`src/rtl/shift_unit_pkg.sv`:
```
// Shared types for the iterative shift unit: op encodings, FSM states, default widths.
// No logic of its own; op_supported() decides which op codes are executable.
// Optional feature macro: SHIFT_ROTATE_EN (enables ROL/ROR as legal ops).
package shift_unit_pkg;

   localparam int DEF_DATA_WIDTH   = 32;
   localparam int DEF_AMOUNT_WIDTH = 5;

   typedef enum logic [2:0] {
      OP_NOP = 3'b000,
      OP_SLL = 3'b001,
      OP_SRL = 3'b010,
      OP_SRA = 3'b011,
      OP_ROL = 3'b100,
      OP_ROR = 3'b101
   } shift_op_t;

   typedef enum logic [1:0] {
      ST_IDLE  = 2'b00,
      ST_SHIFT = 2'b01,
      ST_DONE  = 2'b10
   } state_t;

   // Rotates only count as supported when the rotate datapath is built.
   function automatic logic op_supported(input logic [2:0] op);
      logic ok;
      ok = 1'b0;
      case (op)
         OP_NOP, OP_SLL, OP_SRL, OP_SRA: ok = 1'b1;
`ifdef SHIFT_ROTATE_EN
         OP_ROL, OP_ROR:                 ok = 1'b1;
`endif
         default:                        ok = 1'b0;
      endcase
      return ok;
   endfunction

endpackage

```
`src/rtl/shift_step.sv`:
```
// One-bit shift/rotate step of the latched operand, purely combinational.
// Latency: 0 cycles (feeds the data register in the top).
// Backpressure: none; the top decides when the step is applied. Macro: SHIFT_ROTATE_EN.
module shift_step
   import shift_unit_pkg::*;
#(
   parameter int DATA_WIDTH = DEF_DATA_WIDTH
) (
   input  logic [2:0]            op,
   input  logic [DATA_WIDTH-1:0] din,
   output logic [DATA_WIDTH-1:0] dout
);

   // Select the single-position move for the latched op; unknown ops pass through.
   always_comb begin
      dout = din;
      case (op)
         OP_SLL:  dout = {din[DATA_WIDTH-2:0], 1'b0};
         OP_SRL:  dout = {1'b0, din[DATA_WIDTH-1:1]};
         OP_SRA:  dout = {din[DATA_WIDTH-1], din[DATA_WIDTH-1:1]};
`ifdef SHIFT_ROTATE_EN
         OP_ROL:  dout = {din[DATA_WIDTH-2:0], din[DATA_WIDTH-1]};
         OP_ROR:  dout = {din[0], din[DATA_WIDTH-1:1]};
`endif
         default: dout = din;
      endcase
   end

endmodule

```
`src/rtl/iterative_shift_unit.sv`:
```
// Multicycle shifter: one bit position per clock, start/done handshake with the control FSM.
// Latency: done in cycle N+1 after accept (cycle 1 for amount 0, NOP or illegal op); one op per N+2 cycles.
// Backpressure: start is only sampled in IDLE and ignored while busy. Macro: SHIFT_ROTATE_EN.
module iterative_shift_unit
   import shift_unit_pkg::*;
#(
   parameter int DATA_WIDTH   = DEF_DATA_WIDTH,
   parameter int AMOUNT_WIDTH = DEF_AMOUNT_WIDTH
) (
   input  logic                    clk,
   input  logic                    reset_n,
   input  logic                    start,
   input  logic [2:0]              shift_op,
   input  logic [DATA_WIDTH-1:0]   shift_data_in,
   input  logic [AMOUNT_WIDTH-1:0] shift_amount,
   output logic                    busy,
   output logic                    done,
   output logic [DATA_WIDTH-1:0]   shift_result,
   output logic                    illegal_op
);

   state_t                  state_q;
   state_t                  state_d;
   logic [2:0]              op_q;
   logic [DATA_WIDTH-1:0]   data_q;
   logic [DATA_WIDTH-1:0]   step_data;
   logic [AMOUNT_WIDTH-1:0] count_q;
   logic                    accept;
   logic                    op_ok;

   assign op_ok = op_supported(shift_op);

   shift_step #(
      .DATA_WIDTH (DATA_WIDTH)
   ) u_step (
      .op   (op_q),
      .din  (data_q),
      .dout (step_data)
   );

   // Next-state logic; zero-work requests skip SHIFT and go straight to DONE.
   always_comb begin
      state_d = state_q;
      accept  = 1'b0;
      case (state_q)
         ST_IDLE: begin
            if (start) begin
               accept = 1'b1;
               if (!op_ok || (shift_op == OP_NOP) || (shift_amount == '0)) begin
                  state_d = ST_DONE;
               end else begin
                  state_d = ST_SHIFT;
               end
            end
         end
         ST_SHIFT: begin
            // count_q holds the steps still to apply including this one.
            if (count_q == AMOUNT_WIDTH'(1)) begin
               state_d = ST_DONE;
            end
         end
         ST_DONE: state_d = ST_IDLE;
         default: state_d = ST_IDLE;
      endcase
   end

   // State register; reset abandons any operation in flight.
   always_ff @(posedge clk or negedge reset_n) begin
      if (!reset_n) begin
         state_q <= ST_IDLE;
      end else begin
         state_q <= state_d;
      end
   end

   // Operand/op/count capture on accept, then one step per SHIFT cycle; illegal flag is sticky.
   always_ff @(posedge clk or negedge reset_n) begin
      if (!reset_n) begin
         op_q       <= 3'b000;
         data_q     <= '0;
         count_q    <= '0;
         illegal_op <= 1'b0;
      end else if (accept) begin
         op_q    <= shift_op;
         data_q  <= shift_data_in;
         count_q <= shift_amount;
         if (!op_ok) begin
            illegal_op <= 1'b1;
         end
      end else if (state_q == ST_SHIFT) begin
         data_q  <= step_data;
         count_q <= count_q - AMOUNT_WIDTH'(1);
      end
   end

   assign busy         = (state_q != ST_IDLE);
   assign done         = (state_q == ST_DONE);
   assign shift_result = data_q;

endmodule
```
`config.mk`:
```
export PLATFORM = sky130hd
export DESIGN_NAME = iterative_shift_unit
export DESIGN_NICKNAME = d
export VERILOG_FILES = /design/src/rtl/shift_unit_pkg.sv /design/src/rtl/shift_step.sv /design/src/rtl/iterative_shift_unit.sv
export SDC_FILE = /design/constraint.sdc
export NUM_CORES = 1
export LEC_CHECK = 0
export ABC_AREA = 1
export BUFFER_PORTS_ARGS = -buffer_cell sky130_fd_sc_hd__buf_2
export CAP_MARGIN = 5
export CORE_UTILIZATION = 51
export DETAILED_ROUTE_END_ITERATION = 10
export PLACE_DENSITY = 0.83
export SLEW_MARGIN = 10
export SYNTH_ARGS = -nofsm -noshare
export SYNTH_HDL_FRONTEND = slang
export SYNTH_SLANG_ARGS = --single-unit
```
`constraint.sdc`:
```
create_clock -name clk -period 1.4 [get_ports clk]
set_input_delay 0.28 -clock clk [delete_from_list [all_inputs] [get_ports clk]]
set_output_delay 0.28 -clock clk [all_outputs]
set_load 0.05 [all_outputs]
```
==> metrics.md, run 1 <==
| Metric | Value |
|---|---|
| Status | `complete, no violations` |
| Placed Instances | `564` |
| Avg Inst Size Synth | `6.291 um2` |
| Min Hold Slack | `0.2181 ns` |
| GRT busiest layer | `met2` |
| Hold Path Sink | `count_q[2]` |
| Total Power | `around 0.009 W` |
| Final std cells w/o fill | `a little under 600` |
| Starting DRT DRC Count | `~190` |
| Synth unique cells | `19` |
| Netlist Area Pre-Place | `approximately 2700 um2` |
| Final ANT Viol Nets | `0` |
| Pre-CTS setup slack | `0.06981 ns` |
| Xor/xnor share of the synthesized area | `0.003283` |
| Flop pwr share | `0.241` |
| Cell Chain, Critical Path | `inv_2 -> nand2_1 -> buf_6` |
| Net Sw Frac | `0.5533` |
| Final setup margin | `0.05918 ns` |
| Reg clk slew, reported paths | `0.08 ns` |
| Syn nets | `469` |
| Register area share after synthesis | `0.4034` |
| Synth top area cells | `dfrtp_1 (40%), nand2_1 (34%), nand3_1 (8.3%)` |
| Maximum clock frequency | `745.8 MHz` |
| FP Rows | `25` |
| Worst r2r src | `state_q[0]` |
| Nets | `554` |
| DR WL/cell | `11.53 um` |
| Area share of the largest cell type after synthesis | `0.4034` |
| CTS Buf Count | `5` |
| Sw Pwr | `about 0.0051 W` |
| CP Launch Type | `flip-flop` |
| Comb power frac | `0.676` |
| Met3 GRT Util | `0.04201` |
| Slew Limit Fails | `0` |
| Layout cell share with drive strength beyond 1 | `0.2235` |
| Clk_skew | `0.009963 ns` |
| Type of the worst min-delay path | `in2reg` |
| H-tree Lvls | `2` |
| Min-delay src | `shift_amount[2]` |
| # diodes | `0` |
| Reg-to-reg setup timing slack | `0.10 ns` |
| RePlAce Congestion | `0.8303` |
| Largest family of logic cells by synthesized area | `simple AND/OR/NAND/NOR gates` |
| Maximum number of pins on one net before global-route repair | `44` |
| Final instance area | `3344 um2` |
| Adder-Cell Fraction of Synth Area | `0.009381` |
| Die Y | `74.32 um` |
| Residual DRC count | `0` |
| Complex-gate fraction of the synthesized area | `0.02251` |
| CP Max Fanout | `4` |
| Core area | `slightly below 5000 um2` |
| Yosys warning count | `0` |
| Int Pwr | `just over 0.004 W` |
| Number of global-route vias before repair | `between 2000 and 3000` |
| Drt total wl | `6655 um` |
| Maximum capacitance violations | `0` |
| Slowest Stage Delay on Critical Path | `roughly 0.41 ns` |
| GR Util met2 | `0.4667` |
| GRT Overall Usage | `0.2542` |
| Leakage power total | `between 2 and 2.5 nW` |
| Area grow syn2layout | `25.38%` |
| CTS tree | `built` |
| Power density over the cells | `between 2000 and 3000 nW/um2` |
| Clock share of power | `0.083` |
| Worst Setup End Kind | `output port` |
| CTS Sinks | `43` |
| Crit path kind | `reg2out` |
| Fin. Hold Viols | `0` |
| Worst R2R End | `shift_result[20]` |
| Vias per Instance | `4.917` |
| DIE AREA | `5523 um2` |
| Hold Path Cell Cnt | `3` |
| Clk_lat worst skew | `0.30 ns` |
| DP Area | `3187 um2` |
| Die Wd | `74.32 um` |
| Met1 usage | `0.3033` |
| Endpoints failing setup | `0` |
| Initial antenna violation count | `0` |
| Slew headroom | `0.8229` |
| Post-DP HPWL | `4711 um` |
| # port buffers | `77` |
| Yosys top cell by area | `dfrtp_1` |
| Syn Inst Count | `between 400 and 500` |
| Yosys reg bits | `43` |
| Starting Density | `0.5467` |
| Worst vdd ir | `1287 uV` |
| First drt pass iteration count | `4` |
| Final Critical Period | `1.341 ns` |
| Least-Margin Pin Slew | `~0.27 ns` |
| Clock Path Buffers | `2` |
| Post-Synth Simple-Gate Area | `0.4432` |
| I/O Pins | `78` |
| Reg2Reg Depth | `7` |
| CTS Root Cell | `clkbuf_8` |
| CP max-delay cell | `dfrtp_1` |
| Vias | `2837` |
| First-pass GRT wire length | `between 10000 and 15000 um` |
| Final cycle utilization of the critical path | `0.9577` |
| WP data arrival | `1.06 ns` |
| Gr ovfl total | `0` |
| Crit path required time | `1.12 ns` |
| Post-synthesis mux area share | `0` |
## area by class of cell
class,instances,area (um2)
Clock buffer,5,68.82
Timing Repair Buffer,98,621.8
Inverter,52,200.2
Tap cell,67,83.83
Sequential cell,43,1076
Clock inverter,3,15.01
Multi-Input combinational cell,309,1279
Fill cell,457,1535
## logic make-up after synthesis
family,after synthesis
adders and majority gates,2
and+or+nand+nor,296
AOI/OAI and AO/OA,10
xor gates and xnor gates,1
buffers and inverters,72
DFF,43
## synthesized netlist by cell type (all sizes together)
master / n
nand2: 244
inv: 52
nand3: 45
dfrtp: 43
buf: 20
nor2: 7
o21ai: 5
ha: 2
o211ai: 2
a21oi: 1
o21a: 1
o22ai: 1
xor2: 1
## critical path, delay by kind of cell, from the launching register on
kind	cells	cell delay (ns)
buffers and inverters	2	0.28
DFF	1	0.41
and+or+nand+nor	1	0.09
## power groups by stage
stage / Clock, W / Combinational (W) / Sequential, W
final: 0.000767 / 0.00624 / 0.00222
after global routing: 0.000823 / 0.00697 / 0.00228
after CTS: 0.000784 / 0.00605 / 0.00221
after detailed placement: 0 / 0.00603 / 0.00223
after global placement: 0 / 0.00587 / 0.00221
after floorplan: 0 / 0.00324 / 0.00353
## flip-flops by register name, summed over array words and instances (netlist names)
| signal | count |
|---|---|
| shift_result | 32 |
| illegal_op | 1 |
| state_q | 2 |
| op_q | 3 |
| count_q | 5 |
## routing by layer
metal  share of wire  up-vias
li1                -     1440
met4           0.016        0
met3           0.061       12
met2            0.50      104
met1            0.42     1281
met5               0        -
## cell usage in the layout, fill, tap and decap left out, drive strengths merged
master       instances
nand3               45
xor2                 1
a21oi                1
ha                   2
nand2              244
clkinv               3
clkbuf               6
nor2                 7
dfrtp               43
buf                 96
dlygate4sd3          1
o22ai                1
o21ai                5
o211ai               2
o21a                 1
inv                 52
## how the worst max path moves through the flow
| stage | start | slack, ns | to | depth (start not counted) |
|---|---|---|---|---|
| floorplan | state_q[0] | 0.07 | done | 1 |
| global placement | op_q[2] | 0.14 | shift_result[31] | 9 |
| detailed placement | state_q[0] | 0.07 | shift_result[14] | 8 |
| CTS | state_q[1] | 0.008 | done | 3 |
| global route | state_q[0] | -0.008 | shift_result[8] | 8 |
| finish | state_q[0] | 0.06 | busy | 3 |
## repair_timing
item,in CTS,in global routing
setup endpoints to repair,0,31
endpoints found under the hold margin,43,0
buffers inserted,0,3
hold buffers,1,0
gates resized for setup,0,8
## metrics by stage
stage                 util  TNS (ns)
detailed placement  0.6531         0
global route        0.6854  -0.01950
CTS                 0.6723         0
finish              0.6854         0
floorplan                -         0
global placement    0.6531         0
Note: power is estimated with default switching activity, not from simulation.
==> run 2, diff against run 1 <==
Settings changed: CORE_UTILIZATION 51 to 47, PLACE_DENSITY 0.83 to 0.8, SETUP_SLACK_MARGIN from default to 0.2.
Clock period 1.4 ns to 1.12 ns, I/O delays scaled along.
==> run 2 against run 1 <==
  * The run now ends with negative setup slack left
  * Global-route usage rose by 5.5 points
  * Flip-flop and latch count did not move
  * Critical path depth rose by 5
  * Via count rose by 30%
  * Cell count rose by 9.9%
  * Count of clock-buffer cells in the layout rose by 3
  * Critical path type is now reg2reg
  * Sequential power rose by 28%
  * Total power rose by 83%
  * Clock power rose by 46%
  * Wire length rose by 80%
==> metrics.md, run 2 (synthesis results as in run 1) <==
| Metric | Value |
|---|---|
| Status | `complete, but fails checks` |
| Failing checks | `negative setup slack` |
| GRT Overall Usage | `0.3097 (+0.05544)` |
| Vias | `3685 (+30%)` |
| Most common cell after layout, fill and taps aside | `nand2_1` |
| CP Launch Type | `flip-flop` |
| Least-Margin Pin Slew | `0.2661 ns (-0.001478 ns)` |
| DP Area | `3297 um2 (+3.5%)` |
| Maximum number of pins on one net before global-route repair | `44 (unchanged)` |
| Power density over the cells | `3676 nW/um2 (+33%)` |
| Initial antenna violation count | `0 (unchanged)` |
| Final Critical Period | `1.493 ns` |
| First-pass GRT wire length | `14810 um (+35%)` |
| Post-DP HPWL | `4874 um (+3.5%)` |
| Number of global-route vias before repair | `3222 (+22%)` |
| Layout cell share with drive strength beyond 1 | `0.4270 (+0.2035)` |
| Slowest Stage Delay on Critical Path | `0.42 ns (about the same)` |
| Final std cells w/o fill | `634 (+9.9%)` |
| Residual DRC count | `0 (unchanged)` |
| Final setup margin | `-0.3732 ns (-0.4324 ns)` |
| Crit-path leading delay family | `simple AND/OR/NAND/NOR gates` |
| Cell Chain, Critical Path | `inv_2 -> nand3_4 -> buf_8 -> buf_16 -> nand3_1 -> nand2_1 -> nand2_1 -> nand2_1` |
| Core area | `5473 um2 (+12%)` |
| RePlAce Congestion | `0.7845 (-5.5%)` |
| Worst r2r src | `state_q[1]` |
| CTS Buf Count | `5 (unchanged)` |
| Gr ovfl total | `0 (unchanged)` |
| Placed Instances | `580 (+2.8%)` |
| Slew headroom | `0.8226 (about the same)` |
| Worst Setup End Kind | `flip-flop` |
| Crit-path most repeated cell | `nand2_1` |
| DR WL/cell | `18.88 um (+64%)` |
| # port buffers | `77 (unchanged)` |
| Min Hold Slack | `0.1656 ns (-0.05248 ns)` |
| Clock Path Buffers | `2 (unchanged)` |
| Slew Limit Fails | `0 (unchanged)` |
| DIE AREA | `5981 um2 (+8.3%)` |
| Nets | `606 (+9.4%)` |
| Crit path kind | `reg2reg` |
| Type of the worst min-delay path | `in2reg` |
| Min-delay src | `shift_op[2]` |
| Reg clk slew, reported paths | `0.09 ns (about the same)` |
| Fillers | `279 (-39%)` |
| # diodes | `0 (unchanged)` |
| CP Max Fanout | `6 (+2)` |
| Most frequent cells in the layout | `nand2_1 (204), inv_1 (46), dfrtp_1 (43)` |
| CTS Sinks | `43 (unchanged)` |
| CTS tree | `built` |
| Clk_skew | `0.01258 ns (+0.002618 ns)` |
| Vias per Instance | `5.812 (+18%)` |
| Final cycle utilization of the critical path | `1.333` |
| Fin. Hold Viols | `0 (unchanged)` |
| CTS Root Cell | `clkbuf_8` |
| CP max-delay cell | `dfrtp_1` |
| I/O Pins | `78 (unchanged)` |
| Clk_lat worst skew | `0.31 ns (about the same)` |
| WP data arrival | `1.69 ns (+0.63 ns)` |
| Starting Density | `0.4874 (-0.05924)` |
| Endpoints failing setup | `48 (+48)` |
| Max reg flops | `32 (unchanged)` |
| Final ANT Viol Nets | `0 (unchanged)` |
| Crit path required time | `1.32 ns (+0.20 ns)` |
| WP buf/inv | `3 (+1)` |
| Total Power | `0.01686 W (+83%)` |
| Area grow syn2layout | `71.95%` |
| Worst vdd ir | `2121 uV (+65%)` |
| FP Rows | `27 (+8.0%)` |
| First drt pass iteration count | `6 (+2)` |
| Unrepaired setup endpoints after global routing | `yes` |
| Maximum capacitance violations | `0 (unchanged)` |
| Leakage power total | `2.620 nW (+26%)` |
| Maximum clock frequency | `669.7 MHz` |
| Die Wd | `77.34 um (+4.1%)` |
| H-tree Lvls | `2 (unchanged)` |
| Drt total wl | `11970 um (+80%)` |
| Die Y | `77.34 um (+4.1%)` |
| Final instance area | `4587 um2 (+37%)` |
| Starting DRT DRC Count | `556 (+200%)` |
| Crit. Startpoint | `state_q[1]` |
[run 2: cell types whose count changed in the layout (fill, tap and decap cells not counted), sizes merged]
cell,previous run,this run
buf,96,146
clkinv,3,1
inv,52,51
clkbuf,6,11
[run 2: layout make-up]
type | count | area, um2 | share of cell area
inverters | 52 | 229.0 | 0.04992
well taps | 72 | 90.09 | 0.01964
repair buffers | 150 | 1459 | 0.3181
flip-flops and latches | 43 | 1076 | 0.2346
multi-input cells | 309 | 1633 | 0.3560
clock buffers | 8 | 100.1 | 0.02182
[run 2: where the power goes]
part / internal, W / total [W] / switching (W) / leakage (nW)
sequential: 0.00226 / 0.00285 / 0.000592 / 0.541
combinational: 0.00517 / 0.0129 / 0.00771 / 2.03
clock: 0.000564 / 0.00112 / 0.000560 / 0.0515
[run 2: repair_timing]
item,in CTS,in global routing
setup endpoints to repair,78,78
pin swaps,7,52
buffers inserted,36,2
gates cloned,4,3
hold endpoints to repair,43,0
hold buffers,1,0
gates resized for setup,136,73
[run 2: worst paths after layout]
| kind | endpoint | slack (ns) | depth (start not counted) |
|---|---|---|---|
| hold / removal | illegal_op | 0.17 | 3 |
| setup reg to reg | shift_result[9] | -0.37 | 8 |
| setup / recovery | shift_result[9] | -0.37 | 8 |
| max in group asynchronous | shift_result[10] | 0.47 | 3 |
| min in group asynchronous | shift_result[30] | 0.43 | 3 |
| hold reg to reg | shift_result[15] | 0.55 | 2 |
[run 2: tightest hold or removal path, cell delays in order]
cell	delay, ns
buf_2	0.11
nand2_4	0.06
nand2_2	0.05
[run 2: through the flow]
| stage | util | worst slack [ns] | setup TNS, ns |
|---|---|---|---|
| finish | 0.8381 | -0.3732 | -11.78 |
| global route | 0.8381 | -0.4232 | -12.98 |
| CTS | 0.7705 | -0.2064 | -4.815 |
| detailed placement | 0.6024 | -0.1400 | -3.520 |
| global placement | 0.6024 | -0.08785 | -2.311 |
| floorplan | - | -0.01040 | -0.2471 |
[run 2: routing by layer]
layer	vias to the layer above	wire length, um	GRT usage
met5	-	0	0
met2	333	5797	0.4982
met3	94	1254	0.06824
li1	1550	-	-
met1	1708	4186	0.3922
met4	0	734	0.1528
==> run 3, diff against run 2 <==
Settings changed: GPL_TIMING_DRIVEN from default to 0.
==> run 3 against run 2 <==
  * The run still ends with negative setup slack left
  * Final area decreased by 13%
  * First-iteration DRC count decreased by 60%
  * Fmax increased by 14%
  * Wire length decreased by 35%
  * Clock skew decreased by 0.00085 ns
  * Sequential share of layout area increased by 3.5 points
  * Largest cell class unchanged
==> metrics.md, run 3 (synthesis results as in run 1) <==
| Metric | Value |
|---|---|
| Status | `complete, but fails checks` |
| Failing checks | `negative setup slack` |
| First drt pass iteration count | `5 (-1)` |
| Clk_skew | `0.01173 ns (-0.0008537 ns)` |
| Unrepaired setup endpoints after global routing | `yes` |
| Crit path depth | `9 (+1)` |
| Worst Setup End Kind | `flip-flop` |
| Worst R2R End | `shift_result[16]` |
| Most common cell after layout, fill and taps aside | `nand2_1` |
| Maximum clock frequency | `761.0 MHz (+14%)` |
| Least-Margin Pin Slew | `0.9582 ns (+0.6921 ns)` |
| Crit-path leading delay family | `buffers and inverters` |
| Die Y | `77.34 um (unchanged)` |
| DIE AREA | `5981 um2 (unchanged)` |
| Most frequent cells in the layout | `nand2_1 (224), buf_6 (47), inv_1 (46), buf_2 (45), dfrtp_1 (43)` |
| Endpoints failing setup | `45 (-6.3%)` |
| Crit-path most repeated cell | `nand2_1` |
| WP buf/inv | `4 (+1)` |
| WP data arrival | `1.55 ns (-0.14 ns)` |
| Initial antenna violation count | `0 (unchanged)` |
| Layout cell share with drive strength beyond 1 | `0.3242 (-0.1028)` |
| Reg2Reg Depth | `9 (+1)` |
| Post-DP HPWL | `4688 um (-3.8%)` |
| Final ANT Viol Nets | `0 (unchanged)` |
| Total Power | `0.01381 W (-18%)` |
| Worst setup path endpoint | `shift_result[16]` |
| Slowest Stage Delay on Critical Path | `0.42 ns (about the same)` |
| CP Max Fanout | `6 (unchanged)` |
| CTS Sinks | `43 (unchanged)` |
| Drt total wl | `7773 um (-35%)` |
| Fin. Hold Viols | `0 (unchanged)` |
| Core area | `5473 um2 (unchanged)` |
| Clk_lat worst skew | `0.30 ns (about the same)` |
| Final cycle utilization of the critical path | `1.173 (-0.1600)` |
| CP Launch Type | `flip-flop` |
| DP Area | `3159 um2 (-4.2%)` |
| CTS Root Cell | `clkbuf_8` |
| Nets | `595 (-1.8%)` |
| CTS tree | `built` |
| FP Rows | `27 (unchanged)` |
| Setup tns final | `-6.299 ns (+5.486 ns)` |
| Vias per Instance | `4.934 (-15%)` |
| Pre-CTS setup slack | `-0.2108 ns (-0.07079 ns)` |
| Starting Density | `0.4874 (unchanged)` |
| Reg clk slew, reported paths | `0.08 ns (about the same)` |
| Maximum number of pins on one net before global-route repair | `44 (unchanged)` |
| Clock Path Buffers | `2 (unchanged)` |
| Final instance area | `3988 um2 (-13%)` |
| CTS Buf Count | `5 (unchanged)` |
| H-tree Lvls | `2 (unchanged)` |
| # port buffers | `77 (unchanged)` |
| Reg-to-reg setup timing slack | `-0.19 ns (+0.18 ns)` |
| GRT Overall Usage | `0.2681 (-0.04156)` |
| Crit. Startpoint | `state_q[0]` |
| Slew Limit Fails | `0 (unchanged)` |
| CTS Hold Bufs | `0 (-1)` |
| First-pass GRT wire length | `12880 um (-13%)` |
| Worst r2r src | `state_q[0]` |
| Type of the worst min-delay path | `in2async` |
| Final Critical Period | `1.314 ns (-0.1792 ns)` |
| Maximum capacitance violations | `0 (unchanged)` |
| Cell Chain, Critical Path | `inv_2 -> nand3_4 -> inv_4 -> buf_8 -> buf_8 -> nand2_1 -> nand2_1 -> nand2_1 -> nand2_1` |
| Die Wd | `77.34 um (unchanged)` |
| Number of global-route vias before repair | `2869 (-11%)` |
| Area grow syn2layout | `49.48%` |
| Crit path required time | `1.36 ns (+0.04 ns)` |
| Starting DRT DRC Count | `221 (-60%)` |
| Gr ovfl total | `0 (unchanged)` |
| Final setup margin | `-0.1940 ns (+0.1792 ns)` |
| # diodes | `0 (unchanged)` |
| Leakage power total | `2.389 nW (-8.8%)` |
| Residual DRC count | `0 (unchanged)` |
| Max reg flops | `32 (unchanged)` |
| DR WL/cell | `12.52 um (-34%)` |
| Finished Core Util | `0.7286 (-0.1095)` |
| CP max-delay cell | `dfrtp_1` |
| I/O Pins | `78 (unchanged)` |
| Crit path kind | `reg2reg` |
| Worst vdd ir | `1630 uV (-23%)` |
| Slew headroom | `0.3612 (-0.4614)` |
| Power density over the cells | `3464 nW/um2 (-5.7%)` |
| RePlAce Congestion | `0.8046 (+2.6%)` |
| Vias | `3064 (-17%)` |
## run 3: changes by cell type in the layout (fill, tap and decap cells not counted), sizes merged
cell / before / now
buf: 146 / 135
clkbuf: 11 / 10
clkinv: 1 / 0
dlygate4sd3: 1 / 0
inv: 51 / 52
## run 3: worst min path at each step
stage | to | start | cells after the start
6_report | shift_result[25] | reset_n | 1
5_1_grt | shift_result[23] | reset_n | 1
4_1_cts | shift_result[25] | reset_n | 1
3_5_place_dp | shift_result[25] | reset_n | 1
3_3_place_gp | shift_result[25] | reset_n | 1
2_1_floorplan | count_q[0] | reset_n | 0
## run 3: through the flow
step           cells  hold slack (ns)
6_report         621          0.06968
5_1_grt          621           0.1506
4_1_cts          619           0.1034
3_5_place_dp     573           0.4233
3_3_place_gp     573           0.4297
2_1_floorplan    424         -0.07159
## run 3: layer usage
| layer | wire length (um) | GRT usage |
|---|---|---|
| met1 | 3232 | 0.3469 |
| met2 | 3903 | 0.4496 |
| met5 | 0 | 0 |
| met4 | 131 | 0.08868 |
| met3 | 505 | 0.05059 |
## run 3: area by class of cell
cell class | count | area [um2]
Inverter | 52 | 207.7
Timing Repair Buffer | 119 | 960.9
Fill cell | 404 | 1485
Buffer | 20 | 191.4
Clock buffer | 6 | 72.57
Multi-Input combinational cell | 309 | 1389
Tap cell | 72 | 90.09
Sequential cell | 43 | 1076
## run 3: timing repair
| action | 4_1_cts | 5_1_grt |
|---|---|---|
| setup endpoints to repair | 78 | 78 |
| cloned | 3 | 1 |
| buffers inserted | 37 | 1 |
| pin swaps | 8 | 18 |
| resized for setup | 104 | 29 |
## run 3: where the power goes
part | switching [W] | internal, W | leakage, nW
logic | 0.00606 | 0.00404 | 1.81
clock network | 0.000528 | 0.000417 | 0.0371
registers | 0.000497 | 0.00226 | 0.541
total | 0.00709 | 0.00672 | 2.39
